`src/rtl/mem_stage.sv`:
```
// mem_stage: RV32 memory stage, IDLE/REQ handshake to a word-wide data memory.
// Optional MEM_TIMEOUT_EN: abort a request after 16 unacknowledged cycles.
module mem_stage (
    input  logic        i_clk,
    input  logic        i_rst_n,
    input  logic        i_valid,
    input  logic [6:0]  i_op,
    input  logic [2:0]  i_fun3,
    input  logic [4:0]  i_rd,
    input  logic [31:0] i_aluout,
    input  logic [31:0] i_store_dat,
    output logic        o_stall,
    output logic [31:0] o_MEM_aludat,
    output logic        o_dmem_req,
    output logic        o_dmem_we,
    output logic [31:0] o_dmem_addr,
    output logic [31:0] o_dmem_wdata,
    output logic [3:0]  o_dmem_be,
    input  logic        i_dmem_ack,
    input  logic [31:0] i_dmem_rdata,
    output logic        o_wb_valid,
    output logic        o_wb_we,
    output logic [4:0]  o_wb_rd,
    output logic [31:0] o_wb_dat,
    output logic        o_misalign,
    output logic        o_bus_err
);

    localparam logic [0:0] IDLE = 1'b0;
    localparam logic [0:0] REQ  = 1'b1;

    localparam logic [6:0] OP_LOAD  = 7'b0000011;
    localparam logic [6:0] OP_STORE = 7'b0100011;
    localparam logic [6:0] OP_R     = 7'b0110011;
    localparam logic [6:0] OP_I     = 7'b0010011;
    localparam logic [6:0] OP_LUI   = 7'b0110111;
    localparam logic [6:0] OP_AUIPC = 7'b0010111;
    localparam logic [6:0] OP_JAL   = 7'b1101111;
    localparam logic [6:0] OP_JALR  = 7'b1100111;

    logic [0:0]  r_state;
    logic [4:0]  r_rd;
    logic [2:0]  r_fun3;
    logic [1:0]  r_lane;
    logic        r_ld;

    logic        w_accept;
    logic        w_is_load;
    logic        w_is_store;
    logic        w_is_alu;
    logic        w_bad;
    logic [3:0]  w_be;
    logic [31:0] w_wdata;
    logic [31:0] w_shift;
    logic [31:0] w_ld_dat;

`ifdef MEM_TIMEOUT_EN
    logic [3:0]  r_cnt;
    logic        r_bus_err;
    assign o_bus_err = r_bus_err;
`else
    assign o_bus_err = 1'b0;
`endif

    assign o_stall  = (r_state == REQ);
    assign w_accept = (r_state == IDLE) && i_valid && (i_op != 7'd0);

    // Classify the incoming opcode; unknown opcodes are dropped silently.
    always_comb begin
        w_is_load  = 1'b0;
        w_is_store = 1'b0;
        w_is_alu   = 1'b0;
        unique case (1'b1)
            (i_op == OP_LOAD):  w_is_load  = 1'b1;
            (i_op == OP_STORE): w_is_store = 1'b1;
            (i_op == OP_R),
            (i_op == OP_I),
            (i_op == OP_LUI),
            (i_op == OP_AUIPC),
            (i_op == OP_JAL),
            (i_op == OP_JALR):  w_is_alu   = 1'b1;
            default: ;
        endcase
    end

    // Alignment / legal-width check and store byte-lane formation.
    always_comb begin
        w_bad   = 1'b0;
        w_be    = 4'b0000;
        w_wdata = 32'd0;
        if (w_is_load) begin
            case (i_fun3)
                3'd0, 3'd4: w_bad = 1'b0;
                3'd1, 3'd5: w_bad = i_aluout[0];
                3'd2:       w_bad = |i_aluout[1:0];
                default:    w_bad = 1'b1;
            endcase
        end else if (w_is_store) begin
            case (i_fun3)
                3'd0: begin
                    w_be    = 4'b0001 << i_aluout[1:0];
                    w_wdata = {4{i_store_dat[7:0]}};
                end
                3'd1: begin
                    w_bad   = i_aluout[0];
                    w_be    = i_aluout[1] ? 4'b1100 : 4'b0011;
                    w_wdata = {2{i_store_dat[15:0]}};
                end
                3'd2: begin
                    w_bad   = |i_aluout[1:0];
                    w_be    = 4'b1111;
                    w_wdata = i_store_dat;
                end
                default: w_bad = 1'b1;
            endcase
        end
    end

    assign w_shift = i_dmem_rdata >> {r_lane, 3'b000};

    // Extract and extend the addressed lane of the returned word.
    always_comb begin
        case (r_fun3)
            3'd0:    w_ld_dat = {{24{w_shift[7]}}, w_shift[7:0]};
            3'd4:    w_ld_dat = {24'd0, w_shift[7:0]};
            3'd1:    w_ld_dat = {{16{w_shift[15]}}, w_shift[15:0]};
            3'd5:    w_ld_dat = {16'd0, w_shift[15:0]};
            default: w_ld_dat = i_dmem_rdata;
        endcase
    end

    // Stage FSM, memory request registers and retire/exception pulses.
    always_ff @(posedge i_clk or negedge i_rst_n) begin
        if (!i_rst_n) begin
            r_state      <= IDLE;
            r_rd         <= 5'd0;
            r_fun3       <= 3'd0;
            r_lane       <= 2'd0;
            r_ld         <= 1'b0;
            o_MEM_aludat <= 32'd0;
            o_dmem_req   <= 1'b0;
            o_dmem_we    <= 1'b0;
            o_dmem_addr  <= 32'd0;
            o_dmem_wdata <= 32'd0;
            o_dmem_be    <= 4'b0000;
            o_wb_valid   <= 1'b0;
            o_wb_we      <= 1'b0;
            o_wb_rd      <= 5'd0;
            o_wb_dat     <= 32'd0;
            o_misalign   <= 1'b0;
`ifdef MEM_TIMEOUT_EN
            r_cnt        <= 4'd0;
            r_bus_err    <= 1'b0;
`endif
        end else begin
            o_wb_valid <= 1'b0;
            o_wb_we    <= 1'b0;
            o_misalign <= 1'b0;
`ifdef MEM_TIMEOUT_EN
            r_bus_err  <= 1'b0;
`endif
            if (r_state == IDLE) begin
                if (w_accept) begin
                    o_MEM_aludat <= i_aluout;
                    if (w_is_load || w_is_store) begin
                        if (w_bad) begin
                            o_misalign <= 1'b1;
                        end else begin
                            r_state      <= REQ;
                            r_rd         <= i_rd;
                            r_fun3       <= i_fun3;
                            r_lane       <= i_aluout[1:0];
                            r_ld         <= w_is_load;
                            o_dmem_req   <= 1'b1;
                            o_dmem_we    <= w_is_store;
                            o_dmem_addr  <= {i_aluout[31:2], 2'b00};
                            o_dmem_wdata <= w_wdata;
                            o_dmem_be    <= w_is_store ? w_be : 4'b1111;
`ifdef MEM_TIMEOUT_EN
                            r_cnt        <= 4'd0;
`endif
                        end
                    end else if (w_is_alu) begin
                        o_wb_valid <= 1'b1;
                        o_wb_we    <= (i_rd != 5'd0);
                        o_wb_rd    <= i_rd;
                        o_wb_dat   <= i_aluout;
                    end
                end
            end else if (i_dmem_ack) begin
                r_state    <= IDLE;
                o_dmem_req <= 1'b0;
                o_dmem_we  <= 1'b0;
                o_dmem_be  <= 4'b0000;
                o_wb_valid <= 1'b1;
                o_wb_we    <= r_ld && (r_rd != 5'd0);
                o_wb_rd    <= r_rd;
                o_wb_dat   <= r_ld ? w_ld_dat : o_MEM_aludat;
            end
`ifdef MEM_TIMEOUT_EN
            else if (r_cnt == 4'hF) begin
                r_state    <= IDLE;
                o_dmem_req <= 1'b0;
                o_dmem_we  <= 1'b0;
                o_dmem_be  <= 4'b0000;
                r_bus_err  <= 1'b1;
            end else begin
                r_cnt <= r_cnt + 4'd1;
            end
`endif
        end
    end

endmodule
```
`config.mk`:
```
export PLATFORM = sky130hd
export DESIGN_NAME = mem_stage
export DESIGN_NICKNAME = d
export VERILOG_FILES = /design/src/rtl/mem_stage.sv
export SDC_FILE = /design/constraint.sdc
export NUM_CORES = 1
export LEC_CHECK = 0
export CORE_MARGIN = 2
export CORE_UTILIZATION = 46
export CTS_CLUSTER_DIAMETER = 30
export DETAILED_ROUTE_END_ITERATION = 7
export PLACE_DENSITY = 0.8
export SLEW_MARGIN = 15
export SYNTH_ARGS = -nofsm -noshare
export SYNTH_HDL_FRONTEND = slang
export SYNTH_SLANG_ARGS = --single-unit
```
`constraint.sdc`:
```
create_clock -name i_clk -period 2.5 [get_ports i_clk]
set_input_delay 0.5 -clock i_clk [delete_from_list [all_inputs] [get_ports i_clk]]
set_output_delay 0.5 -clock i_clk [all_outputs]
set_load 0.1 [all_outputs]
```
==> run metrics, run 1 <==
Ports 259; Synth Flop Type dfrtp_1; Final ANT Viol Nets 0; Slew headroom 22.6%; post-detailed-route DRC marker count 0; top cells by area, synth dfrtp_1 (49%), mux2_4 (7.9%), mux2_2 (4.6%); clock transition at the registers of the reported paths 0.06 ns; Die Y 134 um; CP Capture Point o_dmem_addr[17]; Slowest cell on crit path or4_4; CTS Hold Bufs 0; Distinct cells, synth 55; grt ovf 0; Cell Rows 47; GR Util All Layers 27.8%; EDFF count, synth 0; Nets roughly 1100; final WL 25000 um; synthesized instance count between 600 and 700; multi-input logic area 3650 um2; GRT busiest layer met2; flop2flop setup slack 0.35 ns; period utilisation layout between 90% and 100%; outcome finished, final reports clean; vias in the first global route slightly below 7000; drt wl/cell approximately 21 um; Setup Viol. Count Final 0; Stages on worst setup path 6; count of clock tree sinks 152; final core utilization 66.7%; most frequent cells in the layout buf_4 (186), dfrtp_1 (151), clkdlybuf4s50_1 (112); CP Class primary input to flip-flop; ant diodes 0; IO Port Bufs 255; Placed Area 10400 um2; met1 Usage GRT 36.2%; Design Power 9.28 mW; CTS tree done; MaxCap Viol Count 0; clk buf depth 2; fill cell count 1317; drt pass-1 iters 5; Initial Utilization a little under half; iteration-0 DRC count of the detailed router just under 600; Yosys top cell by area dfrtp_1; clock root buffer clkbuf_16; CP delay by family, top simple AND/OR/NAND/NOR gates; largest net degree at the start of global routing between 50 and 60; met2 usage 45.4%; Slew @ Worst Pin 1.16 ns; sequential fraction of the synthesis area between 40% and 50%; global-route wire length before repair between 30000 and 40000 um; startpoint types primary input; Crit Path Max Fanout 24; Clock Skew between 0.009 and 0.01 ns; worst flop-to-flop path startpoint o_stall; Worst EP required 2.80 ns; Buf/Inv on CP 2; Final Hold Viols 0; CP Capture Type flip-flop; Num CTS Buffers 17; vias between 6000 and 7000; Arrival @ worst endpoint ~2.8 ns; CP max stage delay 0.55 ns; setup TNS 0 ns; Max Clk Rate 0.408 GHz; r2r worst-path depth 4; cts repair resizes 0; core area 16600 um2; Synth Warn # 0; FF-to-FF End o_MEM_aludat[10]; minimum clock period after layout roughly 2.5 ns; Peak VDD IR ~540 uV; asr flop ratio synth 100%; beginning of the critical path i_op[2]; most frequent CP cell or3_4; initial antenna violation count 1; Slew Limit Fails 0; CP Cell Sequence clkdlybuf4s50_1 -> or4_4 -> or3_4 -> or3_4 -> buf_12 -> mux2_4; Mean Syn Cell Area about 11 um2; Synth top area share about half; final hold slack 0.0320 ns; H-tree lvl count 4; gp weighted congestion between 0.8 and 0.9; GR met3 Demand/Resource 7.26%; Area growth, synth to finish 42.1%; worst min path class primary input to asynchronous set/reset pin; Leak 5.25 nW; Worst-Skew Late Latency 0.43 ns; HPWL Detailed 18300 um; die area 18000 um2; power per cell area 838 nW/um2; share of cells above drive strength 1 33.5%; Die Width about 130 um; post-synthesis cell area a little under 8000 um2; Via density 5.81; post-route cell area 11100 um2; #FFs+latches synth 152; RSZ-0062 raised after global routing no; most common cell after layout, fill and taps aside buf_4; Register Area 3800 um2; Post-CTS Setup Bufs 0
-- worst min path at each step --
stage | startpoint | end | slack (ns) | cells after the start
final | i_rst_n | o_wb_dat[18] | 0.03 | 1
after global routing | i_rst_n | o_wb_dat[18] | 0.05 | 1
after CTS | i_rst_n | o_MEM_aludat[26] | 0.04 | 1
after detailed placement | o_dmem_req | o_dmem_req | 0.47 | 2
after global placement | o_dmem_req | o_dmem_req | 0.47 | 2
after floorplan | i_rst_n | o_MEM_aludat[0] | 0.20 | 0
-- final cells by class --
cell class	instances	share of cell area [%]
sequential	152	34.4
multi-input combinational	464	33.0
timing repair buffer	305	23.9
clock buffer	17	3.84
tap	220	2.49
clock inverter	15	1.72
inverter	22	0.746
-- logic make-up (layout without fill, tap and decap cells) --
logic type | Yosys count | count (layout) | synth area share, %
other | 1 | 3 | 0.0481
and+or+nand+nor | 159 | 159 | 11.1
buffers and inverters | 85 | 359 | 4.84
DFF | 152 | 152 | 48.8
AOI/OAI and AO/OA | 203 | 203 | 19.2
muxes | 99 | 99 | 16.0
-- through the flow --
stage	cells	setup slack, ns
finish	1195	0.0469
global route	1195	0.0129
CTS	1195	0.0123
detailed placement	1163	-0.434
global placement	1163	-0.409
floorplan	701	0.0382
-- report_power, final --
group | internal (mW) | switching, mW
clock network | 1.60 | 1.10
logic | 0.903 | 2.70
registers | 2.75 | 0.229
-- routing by layer --
metal / vias to the layer above / wire length, um
met5: - / 17
met4: 2 / 647
met3: 45 / 2190
met2: 359 / 12000
met1: 3391 / 10200
li1: 3145 / -
-- sequential cells by signal, indices dropped and copies added, names as in the netlist --
| signal | count |
|---|---|
| r_rd | 5 |
| r_ld | 1 |
| r_lane | 2 |
| o_dmem_wdata | 32 |
| o_wb_we | 1 |
| o_wb_dat | 32 |
| o_wb_valid | 1 |
| o_dmem_req | 1 |
| o_dmem_be | 4 |
| o_wb_rd | 5 |
| o_misalign | 1 |
| r_fun3 | 3 |
| o_dmem_addr | 30 |
| o_dmem_we | 1 |
| o_MEM_aludat | 32 |
| o_stall | 1 |
-- worst register-to-register path, stage by stage (launching register included) --
cell and delay, ns:
dfrtp_2 0.41, nand2b_1 0.16, buf_4 0.15, nor2_4 0.88, mux2_2 0.45
-- cells in the mapped netlist (12+ instances only) --
cell type / instances
mux2_4: 41
o31ai_1: 13
clkbuf_1: 49
and3_1: 26
inv_1: 22
nand3_1: 12
mux2_2: 32
a221o_1: 17
a21oi_1: 47
o2bb2ai_1: 34
dfrtp_1: 152
o21ai_0: 17
nor2_1: 25
nand2_1: 18
mux2i_1: 25
or2_2: 17
nor3_1: 28
Power figures use the tool's default switching activity.
==> run 2, diff against run 1 <==
==> constraint.sdc (replaced) <==
create_clock -name i_clk -period 2.5 [get_ports i_clk]
set_input_delay 0.5 -clock i_clk [delete_from_list [all_inputs] [get_ports i_clk]]
set_output_delay 0.5 -clock i_clk [all_outputs]
set_load 0.02 [all_outputs]
==> run metrics, run 2 (synthesis gave the netlist of run 1 again) <==
final core utilization 68.8% (+2.1 points); most frequent CP cell or3_4; outcome finished, final reports clean; CP delay by family, top simple AND/OR/NAND/NOR gates; Combinational Power Share 26.6% (-12 points); gp weighted congestion 0.896 (+3.3%); Slew @ Worst Pin 1.13 ns (-0.0236 ns); die area 18000 um2 (unchanged); startpoint types primary input; drt pass-1 iters 7 (+2); largest registers o_MEM_aludat x32, o_dmem_wdata x32, o_wb_dat x32; IO Port Bufs 255 (unchanged); CP Cell Sequence clkdlybuf4s50_1 -> or4_4 -> or3_4 -> or3_4 -> clkbuf_16 -> mux2_4; power per cell area 651 nW/um2 (-22%); CP max stage delay 0.55 ns (about the same); ant diodes 0 (unchanged); Nets 1078 (+0.093%); clk buf depth 2 (unchanged); Max Clk Rate 0.408 GHz (about the same); Via density 5.88 (+1.3%); Placed Area 10800 um2 (+3.3%); global-route wire length before repair 39300 um (+2.0%); Worst Slack Setup Final 0.0474 ns (+0.000466 ns); Buf/Inv on CP 2 (unchanged); vias in the first global route 7011 (+3.4%); iteration-0 DRC count of the detailed router 594 (+0.17%); P_sw 2.23 mW (-45%); Num CTS Buffers 17 (unchanged); Clock Skew 0.00486 ns (-0.00488 ns); Worst EP required 2.81 ns (about the same); CTS Hold Bufs 0 (unchanged); Area growth, synth to finish 46.6%; Final Hold Viols 0 (unchanged); Die Y 134 um (unchanged); Cell Rows 47 (unchanged); Slew headroom 24.2% (+1.6 points); Crit Path Max Fanout 16 (-33%); Die Width 134 um (unchanged); Reg power frac 40.0% (+7.9 points); r2r worst-path depth 4 (unchanged); Clock power frac 33.4% (+4.3 points); GR Util All Layers 28.3% (+0.56 points); P_int 5.20 mW (-0.89%); period utilisation layout 98.1% (about the same); RSZ-0062 raised after global routing no; Slew Limit Fails 0 (unchanged); Setup Viol. Count Final 0 (unchanged); share of cells above drive strength 1 19.0% (-15 points); Arrival @ worst endpoint 2.76 ns (about the same); CTS tree done; Worst-Skew Late Latency 0.42 ns (about the same); count of clock tree sinks 152 (unchanged); DP Worst Slack -0.414 ns (+0.0201 ns); largest net degree at the start of global routing 57 (+1.8%); HPWL Detailed 18400 um (+0.37%); drt wl/cell 21.3 um (+1.6%); CP Capture Type flip-flop; Ports 259 (unchanged); Leak 5.02 nW (-4.4%); Slowest cell on crit path or4_4; switch share 30.0% (-13 points); clock transition at the registers of the reported paths 0.06 ns (about the same); Stages on worst setup path 6 (unchanged); grt ovf 0 (unchanged); most frequent cells in the layout clkdlybuf4s50_1 (254), dfrtp_1 (152), a21oi_1 (47); H-tree lvl count 4 (unchanged); minimum clock period after layout 2.45 ns (-0.000466 ns); CP Class primary input to flip-flop; clock root buffer clkbuf_16; MaxCap Viol Count 0 (unchanged); Final ANT Viol Nets 0 (unchanged); final WL 25500 um (+1.7%); core area 16600 um2 (unchanged); Peak VDD IR 478 uV (-11%); vias 7038 (+1.4%); initial antenna violation count 0 (-1); post-detailed-route DRC marker count 0 (unchanged); most common cell after layout, fill and taps aside clkdlybuf4s50_1; Initial Utilization 47.0% (unchanged); worst min path class primary input to asynchronous set/reset pin; post-route cell area 11400 um2 (+3.2%)
## run 2: area by class of cell
class / instances / area, um2
Clock buffer: 20 / 457
Fill cell: 1250 / 5170
Tap cell: 220 / 275
Sequential cell: 152 / 3800
Timing Repair Buffer: 306 / 3040
Multi-Input combinational cell: 464 / 3640
Clock inverter: 12 / 118
Inverter: 22 / 82.6
## run 2: path summary, 6_finish.rpt
| kind | from | end | slack, ns |
|---|---|---|---|
| max | i_op[2] | r_fun3[0] | 0.05 |
| min | i_rst_n | o_dmem_addr[18] | 0.02 |
| max reg2reg | o_stall | o_MEM_aludat[5] | 0.37 |
| min reg2reg | o_dmem_req | o_dmem_req | 0.48 |
| max in group asynchronous | i_rst_n | o_dmem_wdata[29] | 1.80 |
| min in group i_clk | o_dmem_req | o_dmem_req | 0.48 |
## run 2: repair_timing
item | 4_1_cts | 5_1_grt
setup buffers | 0 | 2
resized for setup | 0 | 6
endpoints found under the setup margin | 0 | 51
## run 2: power groups by stage
stage               clock network, mW  logic, mW  registers (mW)
floorplan                           0      0.596            3.30
global placement                    0       1.94            3.00
detailed placement                  0       1.97            3.01
CTS                              2.52       1.98            2.97
global route                     2.65       2.09            3.01
finish                           2.48       1.98            2.97
## run 2: through the flow
| stage | hold WS [ns] | instances | total power, mW | TNS (ns) |
|---|---|---|---|---|
| 2_1_floorplan | 0.204 | 701 | 3.90 | 0 |
| 3_3_place_gp | 0.470 | 1161 | 4.94 | -40.58 |
| 3_5_place_dp | 0.473 | 1161 | 4.98 | -42.93 |
| 4_1_cts | 0.0285 | 1193 | 7.47 | 0 |
| 5_1_grt | 0.0483 | 1196 | 7.75 | 0 |
| 6_report | 0.0238 | 1196 | 7.43 | 0 |
## run 2: per-layer routing
layer	routed length, um	vias up	share of wire [%]	GRT usage [%]
li1	-	3146	-	-
met3	2310	50	9.1	8.13
met5	0	-	0	0
met4	693	0	2.7	10.2
met2	12200	367	48	45.3
met1	10200	3475	40	37.0
